===== src/rtl/rec_play_pkg.sv =====
// Shared definitions for the note record/playback sequencer:
// state encoding and the default memory/tick geometry.
package rec_play_pkg;

    localparam int ADDR_W_DEF   = 9;
    localparam int DATA_W_DEF   = 8;
    localparam int TICK_DIV_DEF = 2_000_000;

    typedef enum logic [1:0] {
        S_IDLE = 2'd0,
        S_REC  = 2'd1,
        S_PLAY = 2'd2
    } state_e;

    // Plain-vector copies of the states for legacy code that keeps the
    // state register as a bare logic vector.
    localparam logic [1:0] ST_IDLE = S_IDLE;
    localparam logic [1:0] ST_REC  = S_REC;
    localparam logic [1:0] ST_PLAY = S_PLAY;

endpackage


===== src/rtl/rec_play_ctrl_tick_gen.sv =====
// Note-step tick generator: one-cycle pulse every TICK_DIV clocks.
// 'clr' holds the divider at zero so the owner can restart the step
// phase on every state entry; the first pulse then lands TICK_DIV
// cycles after clr drops.
module tick_gen #(
    parameter int TICK_DIV = 2_000_000
) (
    input  logic clk100mhz,
    input  logic rst,
    input  logic clr,
    output logic tick
);

    localparam int            CW   = (TICK_DIV > 1) ? $clog2(TICK_DIV) : 1;
    localparam logic [CW-1:0] LAST = CW'(TICK_DIV - 1);

    logic [CW-1:0] cnt;

    // Divider counter with a registered terminal-count pulse.
    always_ff @(posedge clk100mhz) begin
        if (rst || clr) begin
            cnt  <= '0;
            tick <= 1'b0;
        end else if (cnt == LAST) begin
            cnt  <= '0;
            tick <= 1'b1;
        end else begin
            cnt  <= cnt + CW'(1);
            tick <= 1'b0;
        end
    end

endmodule


===== src/rtl/rec_play_ctrl.sv =====
// Record/playback sequencer for the note memory. A single-clock FSM
// (IDLE/REC/PLAY) steps on a divided tick: in REC it writes one note per
// tick into the async-read distributed RAM and counts the take length;
// in PLAY it reads the take back one note per tick into 'salida'.
// Build option: define PLAY_LOOP_EN to honour loop_sw (playback wraps
// to the start of the take); otherwise playback is always one-shot.
module rec_play_ctrl
    import rec_play_pkg::*;
#(
    parameter int ADDR_W   = ADDR_W_DEF,
    parameter int DATA_W   = DATA_W_DEF,
    parameter int TICK_DIV = TICK_DIV_DEF
) (
    input  logic              clk100mhz,
    input  logic              rst,
    input  logic              rec_sw,
    input  logic              play_sw,
    input  logic              loop_sw,
    input  logic [DATA_W-1:0] nota,
    output logic [ADDR_W-1:0] mem_addr,
    output logic              mem_we,
    output logic [DATA_W-1:0] mem_d,
    input  logic [DATA_W-1:0] mem_spo,
    output logic [DATA_W-1:0] salida,
    output logic              busy,
    output logic [ADDR_W:0]   take_len
);

    // Take length that means "one slot left": the next write fills memory.
    localparam logic [ADDR_W:0] LAST_LEN = {1'b0, {ADDR_W{1'b1}}};

    logic [1:0] state;
    logic       tick;
    logic       clr;
    logic       loop_on;
    logic       last_addr;

`ifdef PLAY_LOOP_EN
    assign loop_on = loop_sw;
`else
    logic unused_loop_sw;
    assign unused_loop_sw = loop_sw;
    assign loop_on        = 1'b0;
`endif

    // The step divider is held at zero in IDLE so each REC/PLAY entry
    // starts a fresh step period.
    assign clr = (state == ST_IDLE);

    tick_gen #(
        .TICK_DIV (TICK_DIV)
    ) u_tick (
        .clk100mhz (clk100mhz),
        .rst       (rst),
        .clr       (clr),
        .tick      (tick)
    );

    // Write strobe and data are presented in the tick cycle itself, with
    // the address register already pointing at the slot being filled.
    // A falling rec_sw wins over a coincident tick, so no write occurs.
    always_comb begin
        mem_we = (state == ST_REC) && tick && rec_sw && !rst;
        mem_d  = mem_we ? nota : '0;
    end

    assign last_addr = ({1'b0, mem_addr} == (take_len - (ADDR_W + 1)'(1)));

    // Main sequencer: state, address pointer, take length and playback.
    always_ff @(posedge clk100mhz) begin
        if (rst) begin
            state    <= ST_IDLE;
            mem_addr <= '0;
            take_len <= '0;
            salida   <= '0;
            busy     <= 1'b0;
        end else begin
            case (state)
                ST_IDLE: begin
                    if (rec_sw) begin
                        state    <= ST_REC;
                        mem_addr <= '0;
                        take_len <= '0;
                        busy     <= 1'b1;
                    end else if (play_sw && (take_len != '0)) begin
                        state    <= ST_PLAY;
                        mem_addr <= '0;
                        busy     <= 1'b1;
                    end
                end
                ST_REC: begin
                    if (!rec_sw) begin
                        state <= ST_IDLE;
                        busy  <= 1'b0;
                    end else if (tick) begin
                        take_len <= take_len + (ADDR_W + 1)'(1);
                        if (take_len == LAST_LEN) begin
                            state <= ST_IDLE;
                            busy  <= 1'b0;
                        end else begin
                            mem_addr <= mem_addr + ADDR_W'(1);
                        end
                    end
                end
                ST_PLAY: begin
                    if (!play_sw || rec_sw) begin
                        state <= ST_IDLE;
                        busy  <= 1'b0;
                    end else if (tick) begin
                        salida <= mem_spo;
                        if (last_addr) begin
                            if (loop_on) begin
                                mem_addr <= '0;
                            end else begin
                                state <= ST_IDLE;
                                busy  <= 1'b0;
                            end
                        end else begin
                            mem_addr <= mem_addr + ADDR_W'(1);
                        end
                    end
                end
                default: begin
                    state <= ST_IDLE;
                    busy  <= 1'b0;
                end
            endcase
        end
    end

endmodule


===== config.mk =====
export PLATFORM = sky130hd
export DESIGN_NAME = rec_play_ctrl
export DESIGN_NICKNAME = d
export VERILOG_FILES = /design/src/rtl/rec_play_pkg.sv /design/src/rtl/rec_play_ctrl_tick_gen.sv /design/src/rtl/rec_play_ctrl.sv
export SDC_FILE = /design/constraint.sdc
export NUM_CORES = 1
export LEC_CHECK = 0
export BUFFER_PORTS_ARGS = -buffer_cell sky130_fd_sc_hd__buf_4
export CORE_MARGIN = 5
export CORE_UTILIZATION = 45
export DETAILED_ROUTE_END_ITERATION = 6
export GPL_ROUTABILITY_DRIVEN = 0
export PLACE_DENSITY = 0.71
export SYNTH_ARGS = -nofsm -noshare
export SYNTH_HDL_FRONTEND = slang
export SYNTH_SLANG_ARGS = --single-unit

===== constraint.sdc =====
create_clock -name clk100mhz -period 3.4 [get_ports clk100mhz]
set_input_delay 0.34 -clock clk100mhz [delete_from_list [all_inputs] [get_ports clk100mhz]]
set_output_delay 0.34 -clock clk100mhz [all_outputs]
set_load 0.01 [all_outputs]

==> metrics.txt, run 1 <==
# TYPE chip_impl_metric gauge
chip_impl_metric{name="share_of_the_synthesized_area_in_the_top_cell_type",unit="%"} 33.4
chip_impl_metric{name="synth-xor-area-share",unit="%"} 10.6
chip_impl_metric{name="detail_route.iter0.violations",unit=""} 124
chip_impl_metric{name="final-instance-count-excl-fill",unit=""} 501
chip_impl_info{name="worstSetupEndpointType",value="flip-flop"} 1
chip_impl_metric{name="drt.antenna.violating_nets",unit=""} 0
chip_impl_metric{name="m1WireLength",unit="µm"} 3220
chip_impl_metric{name="clk_pin_slew_worst_paths",unit="ps"} 100
chip_impl_metric{name="worst-path-buf-inv",unit=""} 1
chip_impl_metric{name="synth.mux.area_fraction",unit="%"} 1.93
chip_impl_metric{name="crit_required",unit="ps"} 3650
chip_impl_info{name="setup.worst_path.start_class",value="flip-flop"} 1
chip_impl_metric{name="clock_sinks",unit=""} 52
chip_impl_metric{name="worst-slew-pin-transition",unit="ps"} 822
chip_impl_metric{name="routed_wl",unit="µm"} 7050
chip_impl_metric{name="via_count_of_the_first_global_routing_pass",unit=""} 2584
chip_impl_info{name="min-delay-path-class",value="in -> reg"} 1
chip_impl_metric{name="async_reset_ff_share",unit="%"} 0
chip_impl_info{name="final_cell_mix",value="sky130_fd_sc_hd__buf_4 (56), sky130_fd_sc_hd__dfxtp_1 (52), sky130_fd_sc_hd__nor2_1 (49), sky130_fd_sc_hd__nand2_1 (43), sky130_fd_sc_hd__nand3_1 (22)"} 1
chip_impl_metric{name="synth_simple_gate_area_share",unit="%"} 33.2
chip_impl_metric{name="number_of_synthesized_flops_with_an_enable_pin",unit=""} 0
chip_impl_info{name="topRoutingLayerUsed",value="met4"} 1
chip_impl_metric{name="post-place-cells",unit=""} 493
chip_impl_metric{name="tritoncts_buffer_count",unit=""} 5
chip_impl_metric{name="die-width",unit="µm"} 93.2
chip_impl_info{name="worstReg2RegEnd",value="mem_addr[4]"} 1
chip_impl_metric{name="postSynthCellCount",unit=""} 378
chip_impl_metric{name="dr_total_vias",unit=""} 2784
chip_impl_metric{name="syn_to_final_growth",unit="%"} 15.3
chip_impl_metric{name="drt_drc_violations_left",unit=""} 0
chip_impl_metric{name="postSynthAreaPerCell",unit="µm²"} 8.25
chip_impl_metric{name="cts.hold.buffers_added",unit=""} 0
chip_impl_info{name="worstReg2RegStart",value="take_len[0]"} 1
chip_impl_metric{name="maxSlewHeadroom",unit="%"} 44.8
chip_impl_info{name="post-synth-top-area-cell",value="sky130_fd_sc_hd__dfxtp_1"} 1
chip_impl_metric{name="seq_cells_post_synth",unit=""} 52
chip_impl_metric{name="max_cap_viol_count",unit=""} 0
chip_impl_info{name="timing_worst_setup_path_type",value="reg -> reg"} 1
chip_impl_metric{name="core_area",unit="mm²"} 0.00676
chip_impl_metric{name="wl_met3",unit="µm"} 316
chip_impl_metric{name="finalHoldViolations",unit=""} 0
chip_impl_metric{name="drtPass1Iterations",unit=""} 4
chip_impl_metric{name="clock_insertion_delay_worst_skew",unit="ps"} 310
chip_impl_metric{name="timing.hold.ws",unit="ps"} 275
chip_impl_metric{name="io_pins",unit=""} 58
chip_impl_metric{name="antenna_violations_before_repair",unit=""} 0
chip_impl_metric{name="dpl.hpwl",unit="µm"} 5240
chip_impl_metric{name="post_drt_via_cell_ratio",unit=""} 5.56
chip_impl_metric{name="power.density",unit="mW/mm²"} 343
chip_impl_metric{name="cts_resized",unit=""} 0
chip_impl_metric{name="num_antenna_cells",unit=""} 0
chip_impl_metric{name="num_rows",unit=""} 30
chip_impl_metric{name="setup-tns-final",unit="ps"} 0
chip_impl_metric{name="min_period_over_period",unit="%"} 82.0
chip_impl_info{name="critical-path-top-delay-family",value="simple AND/OR/NAND/NOR gates"} 1
chip_impl_metric{name="die_h",unit="µm"} 93.2
chip_impl_metric{name="grt_start_max_net_pins",unit=""} 26
chip_impl_info{name="synth_top_cells_by_area",value="sky130_fd_sc_hd__dfxtp_1 (33%), sky130_fd_sc_hd__nor2_1 (5.9%), sky130_fd_sc_hd__xnor2_1 (5.6%)"} 1
chip_impl_metric{name="htree_num_levels",unit=""} 2
chip_impl_metric{name="power.static_leakage",unit="nW"} 1.37
chip_impl_metric{name="clock_skew",unit="ps"} 6.79
chip_impl_metric{name="ir_worst_vdd",unit="mV"} 0.148
chip_impl_metric{name="clock.fmax",unit="GHz"} 0.359
chip_impl_info{name="critPathSlowestCell",value="sky130_fd_sc_hd__dfxtp_1"} 1
chip_impl_metric{name="wl_met2",unit="µm"} 3420
chip_impl_metric{name="synth_compound_area_share",unit="%"} 11.6
chip_impl_info{name="synthFlopType",value="sky130_fd_sc_hd__dfxtp_1"} 1
chip_impl_metric{name="reg2reg_slack",unit="ps"} 610
chip_impl_metric{name="r2r.worst_path.cells",unit=""} 8
chip_impl_info{name="worst_hold_path.endpoint",value="salida[6]"} 1
chip_impl_info{name="master_cell_of_the_clock_root_buffer",value="sky130_fd_sc_hd__clkbuf_8"} 1
chip_impl_metric{name="clock_tree.buffer_depth",unit=""} 2
chip_impl_info{name="cp_cell_sequence",value="inv_1 -> ha_1 -> nor3b_1 -> a31oi_1 -> nor2_1 -> or2_1 -> or4_1 -> o211ai_2"} 1
chip_impl_metric{name="placement_cell_area",unit="mm²"} 0.00348
chip_impl_metric{name="avgRoutedWirePerCell",unit="µm"} 14.1
chip_impl_metric{name="grt_pass1_wl",unit="µm"} 11700
chip_impl_metric{name="fin_crit",unit="ps"} 2790
chip_impl_info{name="rsz_0062_raised_after_global_routing",value="false"} 1
chip_impl_metric{name="post_synth_num_cell_types",unit=""} 62
chip_impl_info{name="hp-start",value="mem_spo[6]"} 1
chip_impl_info{name="layout_commonest_cell",value="sky130_fd_sc_hd__buf_4"} 1
chip_impl_info{name="status",value="finished clean"} 1
chip_impl_metric{name="final_slew_violations",unit=""} 0
chip_impl_metric{name="syn-cell-area",unit="mm²"} 0.00312
chip_impl_metric{name="initial_utilization",unit="%"} 46.1
chip_impl_metric{name="worst-path-max-fanout",unit=""} 12
chip_impl_metric{name="drive_above_1_share",unit="%"} 18.3
chip_impl_metric{name="yosysWarnings",unit=""} 0
chip_impl_metric{name="design_area",unit="mm²"} 0.00360
chip_impl_metric{name="crit_path_max_incr_delay",unit="ps"} 600
chip_impl_info{name="synth_top_family_by_area",value="simple AND/OR/NAND/NOR gates"} 1
chip_impl_metric{name="globalRouteTotalUtil",unit="%"} 16.4
chip_impl_metric{name="post_layout_total_power",unit="mW"} 1.23
chip_impl_metric{name="holdPathStages",unit=""} 3
chip_impl_metric{name="final-setup-viol-count",unit=""} 0
chip_impl_metric{name="synth_seq_area_share",unit="%"} 33.4
chip_impl_metric{name="syn_nets",unit=""} 406
chip_impl_metric{name="post_synth_fa_ha_maj_area_fraction",unit="%"} 2.81
chip_impl_metric{name="layout.nets",unit=""} 448
chip_impl_metric{name="portBuffers",unit=""} 56
chip_impl_metric{name="floorplan.die_area",unit="mm²"} 0.00869
chip_impl_info{name="cts_tree",value="done"} 1
chip_impl_metric{name="global_route.overflow_total",unit=""} 0
chip_impl_metric{name="post_cts.repair.setup_buffers",unit=""} 0
chip_impl_metric{name="worst-endpoint-arrival",unit="ps"} 3030
## stage by stage
stage	worst slack, ps	utilization [%]
finish	611	53.2
global route	399	53.2
CTS	625	53.2
detailed placement	655	51.6
global placement	697	51.6
floorplan	891	-
## flip-flops by register name, summed over array words and instances, names as in the netlist
signal,cells
salida,8
take_len,10
u_tick.tick,1
mem_addr,9
state,2
busy,1
u_tick.cnt,21
## tightest hold or removal path: cells and delay by family
| family | cells | cell delay (ps) |
|---|---|---|
| AND/OR/NAND/NOR | 1 | 40 |
| AO/OA/AOI/OAI | 1 | 50 |
| buffers and inverters | 1 | 110 |
## power breakdown
| part | switching, mW | leakage (nW) | internal (mW) | total [mW] |
|---|---|---|---|---|
| clock network | 0.211 | 0.0558 | 0.223 | 0.434 |
| logic | 0.105 | 0.898 | 0.0620 | 0.167 |
| registers | 0.0115 | 0.419 | 0.619 | 0.631 |
## routing by layer
layer	GRT usage, %	up-vias
met2	27.8	66
met4	5.86	0
met5	0	-
met1	20.8	1305
li1	-	1404
met3	2.82	9
## kinds of logic after synthesis
kind of cell / after synthesis
compound gates: 51
xor+xnor: 36
fa+ha+maj: 7
buf+inv: 34
flops: 52
mux: 6
simple gates: 192
## cells in the mapped netlist (7+ instances only)
cell type,instances
sky130_fd_sc_hd__dfxtp_1,52
sky130_fd_sc_hd__nor2_1,49
sky130_fd_sc_hd__nand2_1,43
sky130_fd_sc_hd__nand3_1,22
sky130_fd_sc_hd__xnor2_1,20
sky130_fd_sc_hd__xor2_1,15
sky130_fd_sc_hd__a21oi_1,14
sky130_fd_sc_hd__nand4_1,14
sky130_fd_sc_hd__inv_1,13
sky130_fd_sc_hd__and2_1,10
sky130_fd_sc_hd__clkbuf_1,7
sky130_fd_sc_hd__ha_1,7
sky130_fd_sc_hd__nor2b_1,7
sky130_fd_sc_hd__nor3_1,7
## worst max path at each step
| stage | from | endpoint | slack (ps) | cells past startpoint |
|---|---|---|---|---|
| global placement | take_len[0] | mem_addr[6] | 700 | 8 |
| detailed placement | take_len[0] | mem_addr[6] | 660 | 8 |
| floorplan | take_len[0] | mem_addr[3] | 890 | 11 |
| finish | take_len[0] | mem_addr[4] | 610 | 8 |
| CTS | take_len[0] | mem_addr[4] | 620 | 8 |
| global route | take_len[0] | mem_addr[4] | 400 | 8 |
## final cells by class
type | count | area (µm²)
clock inverter | 2 | 38.8
multi-input combinational | 292 | 1870
timing repair buffer | 56 | 420
fill | 638 | 3160
clock buffer | 6 | 72.6
sequential | 52 | 1040
tap | 80 | 100
inverter | 13 | 48.8
No activity file was read; power rests on OpenSTA's default activity.
==> inputs of run 2 (changes only) <==
- ABC_AREA: not set -> 1
- clock period: 3.4 -> 2.83 ns (I/O delays scaled with it)
==> metrics.txt, run 2 <==
# TYPE chip_impl_metric gauge
chip_impl_metric{name="fin_crit",unit="ps"} 2280
chip_impl_metric{name="min_period_over_period",unit="%"} 80.4
chip_impl_info{name="layout_commonest_cell",value="sky130_fd_sc_hd__nand2_1"} 1
chip_impl_metric{name="share_of_the_synthesized_area_in_the_top_cell_type",unit="%"} 34.2
chip_impl_metric{name="drtPass1Iterations",unit=""} 4
chip_impl_metric{name="clock.fmax",unit="GHz"} 0.439
chip_impl_metric{name="clock_tree.buffer_depth",unit=""} 2
chip_impl_metric{name="post_cts.repair.setup_buffers",unit=""} 0
chip_impl_metric{name="post_synth_num_cell_types",unit=""} 36
chip_impl_metric{name="drt.antenna.violating_nets",unit=""} 0
chip_impl_info{name="cts_tree",value="done"} 1
chip_impl_metric{name="worst-endpoint-arrival",unit="ps"} 2470
chip_impl_metric{name="io_pins",unit=""} 58
chip_impl_info{name="worstReg2RegStart",value="state[0]"} 1
chip_impl_metric{name="dpl.hpwl",unit="µm"} 5640
chip_impl_metric{name="cts_resized",unit=""} 0
chip_impl_metric{name="crit_required",unit="ps"} 3020
chip_impl_metric{name="dr_total_vias",unit=""} 3036
chip_impl_metric{name="die-width",unit="µm"} 92.2
chip_impl_metric{name="portBuffers",unit=""} 56
chip_impl_info{name="yosysMostFrequentCell",value="sky130_fd_sc_hd__nand2_1"} 1
chip_impl_metric{name="postSynthCellCount",unit=""} 461
chip_impl_metric{name="m1WireLength",unit="µm"} 3350
chip_impl_metric{name="r2r.worst_path.cells",unit=""} 10
chip_impl_info{name="setup.worst_path.start_class",value="flip-flop"} 1
chip_impl_metric{name="power.density",unit="mW/mm²"} 468
chip_impl_info{name="cp_cell_sequence",value="inv_1 -> ha_1 -> and3_1 -> nand2_4 -> o21ai_1 -> inv_1 -> nor3_4 -> nand2_4 -> nand2_1 -> a21oi_1"} 1
chip_impl_metric{name="htree_num_levels",unit=""} 2
chip_impl_metric{name="clock_sinks",unit=""} 52
chip_impl_info{name="layout_top_registers",value="u_tick.cnt: 21 flops, take_len: 10 flops, mem_addr: 9 flops"} 1
chip_impl_metric{name="avgRoutedWirePerCell",unit="µm"} 12.2
chip_impl_metric{name="floorplan.die_area",unit="mm²"} 0.00850
chip_impl_metric{name="worst-path-max-fanout",unit=""} 10
chip_impl_metric{name="final-setup-viol-count",unit=""} 0
chip_impl_metric{name="drt_drc_violations_left",unit=""} 0
chip_impl_metric{name="wl_met3",unit="µm"} 259
chip_impl_info{name="timing_worst_setup_path_type",value="reg -> reg"} 1
chip_impl_info{name="hp-start",value="mem_spo[0]"} 1
chip_impl_metric{name="globalRouteTotalUtil",unit="%"} 17.4
chip_impl_metric{name="initial_utilization",unit="%"} 45.5
chip_impl_metric{name="core_area",unit="mm²"} 0.00668
chip_impl_metric{name="crit_path_max_incr_delay",unit="ps"} 440
chip_impl_info{name="final_cell_mix",value="sky130_fd_sc_hd__nand2_1 (108), sky130_fd_sc_hd__inv_1 (63), sky130_fd_sc_hd__nor2_1 (59), sky130_fd_sc_hd__buf_4 (59), sky130_fd_sc_hd__dfxtp_1 (52)"} 1
chip_impl_metric{name="maxSlewHeadroom",unit="%"} 66.7
chip_impl_metric{name="tritoncts_buffer_count",unit=""} 5
chip_impl_metric{name="via_count_of_the_first_global_routing_pass",unit=""} 2753
chip_impl_metric{name="post_drt_via_cell_ratio",unit=""} 5.05
chip_impl_info{name="rsz_0062_raised_after_global_routing",value="false"} 1
chip_impl_metric{name="number_of_synthesized_flops_with_an_enable_pin",unit=""} 0
chip_impl_info{name="synth_top_cells_by_area",value="sky130_fd_sc_hd__dfxtp_1 (34%), sky130_fd_sc_hd__nand2_1 (13%), sky130_fd_sc_hd__inv_1 (7.8%)"} 1
chip_impl_info{name="min-delay-path-class",value="in -> reg"} 1
chip_impl_metric{name="design_area",unit="mm²"} 0.00366
chip_impl_metric{name="ir_worst_vdd",unit="mV"} 0.312
chip_impl_metric{name="setup-tns-final",unit="ps"} 0
chip_impl_info{name="top_register",value="u_tick.cnt"} 1
chip_impl_metric{name="fillerInstances",unit=""} 655
chip_impl_metric{name="max_cap_viol_count",unit=""} 0
chip_impl_metric{name="num_rows",unit=""} 30
chip_impl_metric{name="num_antenna_cells",unit=""} 0
chip_impl_metric{name="power.static_leakage",unit="nW"} 1.64
chip_impl_info{name="master_cell_of_the_clock_root_buffer",value="sky130_fd_sc_hd__clkbuf_8"} 1
chip_impl_metric{name="cts.hold.buffers_added",unit=""} 0
chip_impl_metric{name="placement_cell_area",unit="mm²"} 0.00355
chip_impl_metric{name="routed_wl",unit="µm"} 7350
chip_impl_metric{name="largest_register_ffs",unit=""} 21
chip_impl_metric{name="clk_pin_slew_worst_paths",unit="ps"} 100
chip_impl_metric{name="finalHoldViolations",unit=""} 0
chip_impl_metric{name="layout.nets",unit=""} 548
chip_impl_info{name="topRoutingLayerUsed",value="met4"} 1
chip_impl_metric{name="global_route.overflow_total",unit=""} 0
chip_impl_info{name="synth.cells.most_frequent",value="sky130_fd_sc_hd__nand2_1 (108), sky130_fd_sc_hd__inv_1 (63), sky130_fd_sc_hd__nor2_1 (59)"} 1
chip_impl_metric{name="final_slew_violations",unit=""} 0
chip_impl_metric{name="worst-slew-pin-transition",unit="ps"} 497
chip_impl_metric{name="detail_route.iter0.violations",unit=""} 118
chip_impl_metric{name="antenna_violations_before_repair",unit=""} 0
chip_impl_metric{name="clock_insertion_delay_worst_skew",unit="ps"} 300
chip_impl_metric{name="async_reset_ff_share",unit="%"} 0
chip_impl_metric{name="syn_nets",unit=""} 489
chip_impl_metric{name="clock_skew",unit="ps"} 5.30
chip_impl_metric{name="syn_to_final_growth",unit="%"} 20.3
chip_impl_metric{name="syn-cell-area",unit="mm²"} 0.00304
chip_impl_info{name="worstReg2RegEnd",value="mem_addr[7]"} 1
chip_impl_metric{name="grt_start_max_net_pins",unit=""} 22
chip_impl_metric{name="synth_seq_area_share",unit="%"} 34.2
chip_impl_info{name="critPathLaunch",value="state[0]"} 1
chip_impl_metric{name="reg2reg_slack",unit="ps"} 550
chip_impl_metric{name="drive_above_1_share",unit="%"} 17.5
chip_impl_info{name="endpoint_of_the_worst_setup_timing_path",value="mem_addr[7]"} 1
chip_impl_metric{name="die_h",unit="µm"} 92.2
chip_impl_info{name="critPathSlowestCell",value="sky130_fd_sc_hd__and3_1"} 1
chip_impl_metric{name="wl_met2",unit="µm"} 3660
chip_impl_info{name="post-synth-top-area-cell",value="sky130_fd_sc_hd__dfxtp_1"} 1
chip_impl_metric{name="yosysWarnings",unit=""} 0
chip_impl_info{name="synthFlopType",value="sky130_fd_sc_hd__dfxtp_1"} 1
chip_impl_metric{name="seq_cells_post_synth",unit=""} 52
chip_impl_info{name="status",value="finished clean"} 1
chip_impl_metric{name="postSynthAreaPerCell",unit="µm²"} 6.60
chip_impl_metric{name="grt_pass1_wl",unit="µm"} 12300
chip_impl_info{name="worstSetupEndpointType",value="flip-flop"} 1
==> run 2: per-stage QoR <==
stage                     setup slack [ps]  power (mW)  utilization (%)  hold slack [ps]  std cells
after floorplan                        938        1.08                -              440        461
after global routing                   386        1.83             54.8              245        601
after CTS                              548        1.74             54.8              237        601
after global placement                 612        1.20             53.1              449        593
final                                  554        1.71             54.8              248        601
after detailed placement               572        1.21             53.1              455        593
==> run 2: layer usage <==
layer	GRT usage (%)	vias to the layer above
met1	21.2	1367
met2	31.5	57
met5	0	-
met3	3.20	11
met4	4.21	0
li1	-	1601
==> run 2: report_power, final <==
part,internal (mW),switching (mW)
logic,0.144,0.254
registers,0.759,0.0354
clock network,0.268,0.251
==> run 2: cell type report <==
type | count | area, µm² | share of cell area [%]
Multi-Input combinational cell | 333 | 1700 | 46.6
Sequential cell | 52 | 1040 | 28.5
Timing Repair Buffer | 59 | 443 | 12.1
Inverter | 69 | 259 | 7.08
Tap cell | 80 | 100 | 2.74
Clock buffer | 6 | 72.6 | 1.98
Clock inverter | 2 | 38.8 | 1.06
==> run 2: worst min-delay path by stage <==
stage / end / slack [ps] / cells after the start
floorplan: u_tick.cnt[0] / 440 / 1
global placement: salida[0] / 450 / 2
detailed placement: salida[0] / 450 / 2
CTS: salida[0] / 240 / 3
global route: salida[3] / 240 / 3
finish: salida[0] / 250 / 3
==> run 2: cells by family (layout without fill, tap and decap cells) <==
kind of cell	count (synthesis)	count (layout)	synth area share (%)
fa+ha+maj	7	7	2.88
compound gates	57	57	10.0
flops	52	52	34.2
buf+inv	76	136	9.71
simple gates	255	255	39.1
xor+xnor	14	14	4.03
==> run 2: critical path, delay by kind of cell (launching register included) <==
kind                       cells  cell delay [ps]
AOI/OAI and AO/OA              2              170
buffers and inverters          2              150
DFF                            1              340
and+or+nand+nor                5             1270
adders and majority gates      1              230
==> inputs of run 3 (changes only) <==
- PLACE_DENSITY: 0.71 -> 0.74
- clock period: 2.83 -> 2 ns (I/O delays scaled with it)
==> metrics.txt, run 3 (synthesized netlist as in run 2, its figures left out) <==
# TYPE chip_impl_metric gauge
chip_impl_metric{name="maxSlewHeadroom",unit="%"} 72.6
chip_impl_info{name="layout_commonest_cell",value="sky130_fd_sc_hd__nand2_1"} 1
chip_impl_metric{name="detail_route.iter0.violations",unit=""} 170
chip_impl_metric{name="finalHoldViolations",unit=""} 0
chip_impl_metric{name="tritoncts_buffer_count",unit=""} 5
chip_impl_info{name="setup.worst_path.start_class",value="flip-flop"} 1
chip_impl_info{name="timing_worst_setup_path_type",value="reg -> reg"} 1
chip_impl_metric{name="drt_drc_violations_left",unit=""} 0
chip_impl_metric{name="avgRoutedWirePerCell",unit="µm"} 12.5
chip_impl_info{name="top_register",value="u_tick.cnt"} 1
chip_impl_metric{name="grt_pass1_wl",unit="µm"} 12500
chip_impl_metric{name="crit_required",unit="ps"} 2250
chip_impl_metric{name="multi_input_logic_area",unit="mm²"} 0.00184
chip_impl_info{name="layout_top_registers",value="u_tick.cnt: 21 flops, take_len: 10 flops, mem_addr: 9 flops"} 1
chip_impl_metric{name="worst-endpoint-arrival",unit="ps"} 2180
chip_impl_metric{name="largest_register_ffs",unit=""} 21
chip_impl_metric{name="core_area",unit="mm²"} 0.00668
chip_impl_info{name="master_cell_of_the_clock_root_buffer",value="sky130_fd_sc_hd__clkbuf_8"} 1
chip_impl_metric{name="initial_utilization",unit="%"} 45.5
chip_impl_metric{name="post-place-cells",unit=""} 606
chip_impl_metric{name="fin_crit",unit="ps"} 1930
chip_impl_info{name="rsz_0062_raised_after_global_routing",value="true"} 1
chip_impl_metric{name="grt_start_max_net_pins",unit=""} 22
chip_impl_info{name="cts_tree",value="done"} 1
chip_impl_metric{name="wl_met2",unit="µm"} 4130
chip_impl_metric{name="clock_skew",unit="ps"} 6.57
chip_impl_info{name="status",value="finished clean"} 1
chip_impl_metric{name="drtPass1Iterations",unit=""} 5
chip_impl_metric{name="globalRouteTotalUtil",unit="%"} 17.5
chip_impl_metric{name="clock_sinks",unit=""} 52
chip_impl_metric{name="global_route.overflow_total",unit=""} 0
chip_impl_metric{name="power.static_leakage",unit="nW"} 1.78
chip_impl_metric{name="routed_wl",unit="µm"} 7830
chip_impl_metric{name="dr_total_vias",unit=""} 3198
chip_impl_metric{name="worst-slew-pin-transition",unit="ps"} 409
chip_impl_metric{name="clock_insertion_delay_worst_skew",unit="ps"} 310
chip_impl_info{name="topRoutingLayerUsed",value="met4"} 1
chip_impl_metric{name="max_cap_viol_count",unit=""} 0
chip_impl_metric{name="die-width",unit="µm"} 92.2
chip_impl_metric{name="drt.antenna.violating_nets",unit=""} 0
chip_impl_info{name="min-delay-path-class",value="in -> reg"} 1
chip_impl_metric{name="syn_to_final_growth",unit="%"} 31.2
chip_impl_info{name="final_cell_mix",value="sky130_fd_sc_hd__nand2_1 (103), sky130_fd_sc_hd__buf_4 (79), sky130_fd_sc_hd__inv_1 (61), sky130_fd_sc_hd__nor2_1 (56), sky130_fd_sc_hd__dfxtp_1 (48)"} 1
chip_impl_metric{name="drive_above_1_share",unit="%"} 25.9
chip_impl_metric{name="portBuffers",unit=""} 56
chip_impl_metric{name="fillerInstances",unit=""} 610
chip_impl_metric{name="final-instance-count-excl-fill",unit=""} 624
chip_impl_metric{name="final-setup-viol-count",unit=""} 0
chip_impl_metric{name="worst-path-max-fanout",unit=""} 11
chip_impl_metric{name="post_drt_via_cell_ratio",unit=""} 5.13
chip_impl_metric{name="clock.fmax",unit="GHz"} 0.518
chip_impl_metric{name="num_rows",unit=""} 30
chip_impl_metric{name="wl_met3",unit="µm"} 358
chip_impl_metric{name="register_area",unit="mm²"} 0.00105
chip_impl_metric{name="layout.nets",unit=""} 571
chip_impl_metric{name="m1WireLength",unit="µm"} 3260
chip_impl_metric{name="via_count_of_the_first_global_routing_pass",unit=""} 2869
chip_impl_metric{name="power.density",unit="mW/mm²"} 661
chip_impl_metric{name="final_slew_violations",unit=""} 0
chip_impl_metric{name="min_period_over_period",unit="%"} 96.5
chip_impl_metric{name="num_antenna_cells",unit=""} 0
chip_impl_metric{name="antenna_violations_before_repair",unit=""} 0
chip_impl_metric{name="worst_setup_slack_final",unit="ps"} 70.2
chip_impl_metric{name="clk_pin_slew_worst_paths",unit="ps"} 100
chip_impl_metric{name="die_h",unit="µm"} 92.2
chip_impl_metric{name="floorplan.die_area",unit="mm²"} 0.00850
chip_impl_metric{name="dpl_worst_slack",unit="ps"} -10.7
chip_impl_metric{name="dpl.hpwl",unit="µm"} 5800
chip_impl_metric{name="ir_worst_vdd",unit="mV"} 0.390
chip_impl_info{name="worstSetupEndpointType",value="flip-flop"} 1
chip_impl_metric{name="clock_tree.buffer_depth",unit=""} 2
chip_impl_metric{name="htree_num_levels",unit=""} 2
chip_impl_metric{name="reg2reg_slack",unit="ps"} 70
chip_impl_metric{name="io_pins",unit=""} 58
## run 3: cell count changes in the layout (fill, tap and decap cells not counted), sizes merged
| cell | previous run | this run |
|---|---|---|
| nand2 | 114 | 115 |
| nand3 | 42 | 43 |
| inv | 69 | 70 |
| clkbuf | 6 | 5 |
| buf | 59 | 80 |
## run 3: what timing repair did
| action | CTS | global route |
|---|---|---|
| hold buffers | 0 | 0 |
| gates resized for setup | 2 | 37 |
| cloned | 0 | 2 |
| buffers inserted | 0 | 8 |
| endpoints found under the setup margin | 7 | 27 |
| pin swaps | 1 | 16 |
## run 3: worst paths after layout
check | from | cells past startpoint | endpoint
max | take_len[3] | 10 | mem_addr[8]
min | mem_spo[4] | 3 | salida[4]
max reg2reg | take_len[3] | 10 | mem_addr[8]
min reg2reg | salida[7] | 2 | salida[7]
## run 3: final cells by class
cell class / instances / share of cell area, %
clock buffers: 5 / 1.72
clock inverters: 3 / 1.25
inverters: 69 / 6.62
multi-input cells: 335 / 46.2
flip-flops and latches: 52 / 26.3
well taps: 80 / 2.51
repair buffers: 80 / 15.4
## run 3: layer usage
metal | GRT usage [%] | vias up
met4 | 4.83 | 0
met5 | 0 | -
li1 | - | 1655
met1 | 20.0 | 1451
met3 | 3.94 | 10
met2 | 32.6 | 82
## run 3: through the flow
step | setup TNS [ps] | area, µm² | power, mW | utilization (%) | hold slack (ps)
6_report | 0 | 3990 | 2.64 | 59.7 | 162
5_1_grt | -888 | 3990 | 2.79 | 59.7 | 145
4_1_cts | 0 | 3770 | 2.51 | 56.4 | 147
3_5_place_dp | -11.4 | 3640 | 1.75 | 54.6 | 456
3_3_place_gp | 0 | 3640 | 1.73 | 54.6 | 449
2_1_floorplan | 0 | 3040 | 1.53 | - | 364
## run 3: power breakdown
part	total [mW]	internal (mW)	switching, mW
Sequential	1.12	1.07	0.0471
Combinational	0.755	0.314	0.441
Clock	0.762	0.386	0.376
## run 3: critical path, stage by stage (launching register included)
cell                      delay, ps
sky130_fd_sc_hd__dfxtp_1        400
sky130_fd_sc_hd__nor2_2         240
sky130_fd_sc_hd__nand2_1        120
sky130_fd_sc_hd__nor2_1         180
sky130_fd_sc_hd__nand3_1        110
sky130_fd_sc_hd__a21oi_1        310
sky130_fd_sc_hd__nor3_4          90
sky130_fd_sc_hd__buf_12         160
sky130_fd_sc_hd__nand2_4         90
sky130_fd_sc_hd__nand2_2         50
sky130_fd_sc_hd__a21oi_2        120
